File: config.mk
export PLATFORM = sky130hd
export DESIGN_NAME = exp_taylor_ctrl
export DESIGN_NICKNAME = d
export VERILOG_FILES = /design/src/rtl/exp_pkg.sv /design/src/rtl/sat_mul_q8.sv /design/src/rtl/exp_taylor_ctrl.sv
export SDC_FILE = /design/constraint.sdc
export NUM_CORES = 1
export LEC_CHECK = 0
export BUFFER_PORTS_ARGS = -buffer_cell sky130_fd_sc_hd__buf_4
export CORE_AREA = 5 5 194 196
export CTS_BUF_LIST = sky130_fd_sc_hd__clkbuf_8
export CTS_CLUSTER_DIAMETER = 100
export DETAILED_ROUTE_END_ITERATION = 10
export DIE_AREA = 0 0 199 201
export HOLD_SLACK_MARGIN = 0.06
export PLACE_DENSITY = 0.58
export SYNTH_ARGS = -nofsm -noshare
export SYNTH_HDL_FRONTEND = slang
export SYNTH_SLANG_ARGS = --single-unit
File: constraint.sdc
create_clock -name clk -period 14.75 [get_ports clk]
set_clock_uncertainty 0.05 [all_clocks]
set_input_delay 1.475 -clock clk [delete_from_list [all_inputs] [get_ports clk]]
set_output_delay 1.475 -clock clk [all_outputs]
set_load 0.005 [all_outputs]
File: src/rtl/exp_pkg.sv
// Shared types and constants for the Q8.8 exp(x) Taylor-series controller.
package exp_pkg;

  typedef enum logic [2:0] {
    StIdle,
    StMulx,
    StMulq,
    StAcc,
    StDone
  } state_e;

  localparam logic [15:0] ONE_Q8    = 16'h0100;
  localparam int unsigned Q_FRAC    = 8;
  localparam int unsigned ROM_DEPTH = 12;

endpackage

File: src/rtl/sat_mul_q8.sv
// Unsigned Q8.8 multiply: full product, drop the fraction bits, clamp to all-ones on overflow.
module sat_mul_q8
  import exp_pkg::*;
#(
  parameter int unsigned DATA_W = 16
) (
  input  logic [DATA_W-1:0] a_i,
  input  logic [DATA_W-1:0] b_i,
  output logic [DATA_W-1:0] p_o,
  output logic              ovf_o
);

  logic [2*DATA_W-1:0] prod;
  logic [2*DATA_W-1:0] shifted;

  always_comb begin
    prod    = a_i * b_i;
    shifted = prod >> Q_FRAC;
    ovf_o   = |shifted[2*DATA_W-1:DATA_W];
    p_o     = ovf_o ? {DATA_W{1'b1}} : shifted[DATA_W-1:0];
  end

endmodule

File: src/rtl/exp_taylor_ctrl.sv
// Iterative exp(x) in Q8.8: acc = 1 + sum of x^n/n! using an external 1/(n+1) ROM.
// Define EXP_EARLY_EXIT_EN to finish as soon as a term truncates to zero.
module exp_taylor_ctrl
  import exp_pkg::*;
#(
  parameter int unsigned N_TERMS = 12,
  parameter int unsigned DATA_W  = 16
) (
  input  logic              clk,
  input  logic              rst_n,
  input  logic              start,
  input  logic [DATA_W-1:0] x,
  output logic [3:0]        rom_addr,
  input  logic [DATA_W-1:0] rom_data,
  output logic              busy,
  output logic              done,
  output logic [DATA_W-1:0] result,
  output logic              ovf
);

  state_e            state_q, state_d;
  logic [DATA_W-1:0] x_q, x_d;
  logic [DATA_W-1:0] term_q, term_d;
  logic [DATA_W-1:0] acc_q, acc_d;
  logic [DATA_W-1:0] result_q, result_d;
  logic [3:0]        idx_q, idx_d;
  logic              ovf_q, ovf_d;

  logic [DATA_W-1:0] mul_b;
  logic [DATA_W-1:0] mul_p;
  logic              mul_ovf;
  logic [DATA_W:0]   sum;
  logic              last;

  // One multiplier serves both steps; the operand mux picks x or 1/(n+1).
  assign mul_b = (state_q == StMulq) ? rom_data : x_q;

  sat_mul_q8 #(
    .DATA_W(DATA_W)
  ) u_mul (
    .a_i  (term_q),
    .b_i  (mul_b),
    .p_o  (mul_p),
    .ovf_o(mul_ovf)
  );

  assign sum = {1'b0, acc_q} + {1'b0, term_q};

  always_comb begin
    state_d  = state_q;
    x_d      = x_q;
    term_d   = term_q;
    acc_d    = acc_q;
    result_d = result_q;
    idx_d    = idx_q;
    ovf_d    = ovf_q;
    last     = (idx_q == 4'(N_TERMS - 1));
`ifdef EXP_EARLY_EXIT_EN
    last     = last || (term_q == '0);
`endif
    unique case (state_q)
      StIdle: begin
        if (start) begin
          x_d     = x;
          term_d  = DATA_W'(ONE_Q8);
          acc_d   = DATA_W'(ONE_Q8);
          idx_d   = '0;
          ovf_d   = 1'b0;
          state_d = StMulx;
        end
      end
      StMulx: begin
        term_d  = mul_p;
        ovf_d   = ovf_q | mul_ovf;
        state_d = StMulq;
      end
      StMulq: begin
        term_d  = mul_p;
        ovf_d   = ovf_q | mul_ovf;
        state_d = StAcc;
      end
      StAcc: begin
        acc_d = sum[DATA_W] ? {DATA_W{1'b1}} : sum[DATA_W-1:0];
        ovf_d = ovf_q | sum[DATA_W];
        if (last) begin
          result_d = acc_d;
          state_d  = StDone;
        end else begin
          idx_d   = idx_q + 4'd1;
          state_d = StMulx;
        end
      end
      StDone: begin
        state_d = StIdle;
      end
      default: begin
        state_d = StIdle;
      end
    endcase
  end

  always_ff @(posedge clk) begin
    if (!rst_n) begin
      state_q  <= StIdle;
      x_q      <= '0;
      term_q   <= '0;
      acc_q    <= '0;
      result_q <= '0;
      idx_q    <= '0;
      ovf_q    <= 1'b0;
    end else begin
      state_q  <= state_d;
      x_q      <= x_d;
      term_q   <= term_d;
      acc_q    <= acc_d;
      result_q <= result_d;
      idx_q    <= idx_d;
      ovf_q    <= ovf_d;
    end
  end

  assign rom_addr = idx_q;
  assign busy     = (state_q != StIdle);
  assign done     = (state_q == StDone);
  assign result   = result_q;
  assign ovf      = ovf_q;

endmodule
==> impl_metrics.csv <==
group,metric,value,unit
status,status,"complete, no violations",
clock_tree,cts_resized,0,
power_and_ir_drop,p_sw,773,uW
setup_path,required,14970,ps
layout,antenna_cells,0,
die,die_h,201,um
route,drc,0,
layout,final_cells,1931,
route,drt-total-wl,32.6,mm
timing,setup_viol,0,
yosys,yosysUniqueCellTypes,61,
layout,nNetsFinal,1805,
route,drt_iter0_drc,600,
clock_tree,cts_buffers,9,
setup_path,arrival,8960,ps
clock_tree,post_cts_buffers,0,
timing,relSlewSlack,14.9,%
die,io_pins,58,
setup_path,worstSetupPathType,"input pin to flop",
yosys,syn-cell-area,0.0123,mm2
clock_tree,cts_sinks,72,
layout,layout_commonest_cell,"inv_1",
placed_design,place_congestion,0.845,
yosys,synth_edf_count,0,
yosys,syn_inst,1437,
layout,drive_above_1_share,8.00,%
timing,worst_slack,6010,ps
clock_tree,clk_latency,370,ps
layout,regArea,0.00144,mm2
yosys,synth_ff_type,"dfxtp_1",
timing,fin_tns_setup,0,ps
timing,worst_slew_pin_slew,1270,ps
yosys,postSynth.asyncResetShare,0,%
setup_path,cp_max_fo,18,
setup_path,cp-start-kind,"input pin",
power_and_ir_drop,p_comb_share,67.3,%
global_route,antenna_found_initial,0,
job,max_cap_violations,0,
power_and_ir_drop,power_frac_seq,21.5,%
timing,hold_viol,0,
hold_path,hold_path.class,"flop to flop",
die,dieWidth,199,um
route,ant_nets,0,
clock_tree,path_clk_slew,90,ps
timing,period_share,59.3,%
power_and_ir_drop,sw_frac_of_total,53.0,%
clock_tree,root_buffer,"clkbuf_8",
clock_tree,cts_buffer_depth,2,
yosys,postSynthRegisterBits,72,
timing,maxClockFrequency,0.114,GHz
yosys,syn-num-nets,1784,
global_route,grt_pass1_vias,10256,
yosys,ys_top_cells_by_area,"fa_1, ha_1, dfxtp_1, inv_1, nand2_1",
clock_tree,ctsHtreeMaxLevel,3,
global_route,grt-ovfl-total,0,
power_and_ir_drop,cellPowerDensity,109,mW/mm2
placed_design,hpwl,25.3,mm
layout,fillers,3705,
route,drt-pass1-iter-count,5,
setup_path,worstSetupEndpointType,"flop",
clock_tree,hold_buffers,0,
layout,multi_input_area,0.00962,mm2
global_route,track_usage,16.8,%
timing,slew_viol_final,0,
layout,syn_to_final_growth,8.88,%
placed_design,placed_cells,1915,
power_and_ir_drop,clkPwrFrac,11.2,%
power_and_ir_drop,vdd_ir_drop_max,0.0706,mV
clock_tree,cts_tree,"done",
yosys,ys.warnings.count,0,
yosys,yosys.area.top_type,"fa_1",
yosys,ys_seq_area_share,11.8,%
die,core,0.0359,mm2
global_route,grt_pass1_wl,54.5,mm
power_and_ir_drop,power.internal,685,uW
die,rows,70,
placed_design,dp_slack,5680,ps
yosys,synth_top_area_share,31.7,%
power_and_ir_drop,power.leakage,6.43,nW
placed_design,numPortBuffers,57,
route,wl_per_cell,16.9,um
global_route,grt_max_degree,40,
yosys,avgSynthCellArea,8.53,um2
route,viasPerCell,5.05,
die,initial_core_util,34.1,%
timing,timing.final.crit_period,8740,ps
route,num_vias,9755,
die,dieArea,0.0400,mm2
timing,rsz0062_at_grt,"false",
layout,final_cell_mix,"inv_1, fa_1, nand2_1, ha_1, nor2b_1",
==> critical path, stage by stage <==
cell       delay (ps)
buf_4             110
mux2_2            390
and2_1            220
fa_1              530
inv_1              50
fa_1              530
inv_1              50
fa_1              470
fa_1              410
fa_1              520
inv_1              50
fa_1              470
inv_1              40
ha_1              380
a21oi_1           240
o21ai_0           160
nor3b_1           160
a311o_1           350
o31a_1            340
or4_4             500
a2111oi_4        1040
a32oi_1           220
a32o_1            250
==> power groups by stage <==
| stage | clock (mW) | combinational [mW] | sequential (mW) |
|---|---|---|---|
| after floorplan | 0 | 0.735 | 0.249 |
| after global placement | 0 | 0.959 | 0.318 |
| after detailed placement | 0 | 0.972 | 0.318 |
| after CTS | 0.169 | 0.984 | 0.314 |
| after global routing | 0.177 | 1.11 | 0.319 |
| final | 0.163 | 0.981 | 0.313 |
==> final cells by class <==
cell class | count | area share, %
repair buffers | 76 | 4.27
multi-input cells | 1050 | 72.1
inverters | 249 | 7.00
clock buffers | 9 | 0.928
clock inverters | 7 | 0.534
well taps | 468 | 4.39
flip-flops and latches | 72 | 10.8
==> metal layers <==
| metal | share of wire [%] | global-route usage, % | routed length [um] |
|---|---|---|---|
| met1 | 45 | 23.4 | 14700 |
| met2 | 50 | 28.6 | 16300 |
| met3 | 3.6 | 1.75 | 1160 |
| met5 | 0 | 0 | 0 |
| met4 | 1.2 | 3.05 | 407 |
==> cell usage after synthesis, types with 4 or more instances <==
library cell and count:
xor2_1 15, clkbuf_1 60, mux2i_1 7, inv_1 249
or3_1 6, nand2b_1 16, mux2_2 10, a311oi_1 4
nor3_1 11, a22o_1 16, or2_2 4, fa_1 194
a31oi_1 5, nor2_1 49, a21oi_1 79, o21ai_0 61
o211ai_1 5, nand3_1 31, nor2b_1 82, dfxtp_1 72
o21bai_1 4, xnor2_1 21, and2_1 60, a211oi_1 5
o21a_1 5, ha_1 118, a21o_1 17, nand2_1 169
nand4_1 10
==> through the flow <==
step | util [%] | total power, mW | area (um2) | hold slack [ps]
final | 37.2 | 1.46 | 13300 | 403
after detailed placement | 36.6 | 1.29 | 13200 | 394
after floorplan | - | 0.983 | 12300 | 384
after CTS | 37.2 | 1.47 | 13300 | 405
after global placement | 36.6 | 1.28 | 13200 | 390
after global routing | 37.2 | 1.61 | 13300 | 425
==> worst paths after layout <==
kind	from	end	slack [ps]	cells after the start
min	x_q[11]	x_q[11]	400	2
max	rom_data[10]	ovf	6010	23
min reg2reg	x_q[11]	x_q[11]	400	2
max reg2reg	state_q[1]	ovf	6050	24
==> kinds of logic after synthesis <==
kind of cell	share of synthesized area (%)
buffers and inverters	9.88
adders and majority gates	43.7
xor gates and xnor gates	2.57
muxes	1.61
and+or+nand+nor	18.5
DFF	11.8
AOI/OAI and AO/OA	12.0
==> flip-flops by register name, indices dropped and copies added (netlist names) <==
name      cells
result       16
rom_addr      4
ovf           1
state_q       3
acc_q        16
term_q       16
x_q          16
No activity file was read; power rests on OpenSTA's default activity.
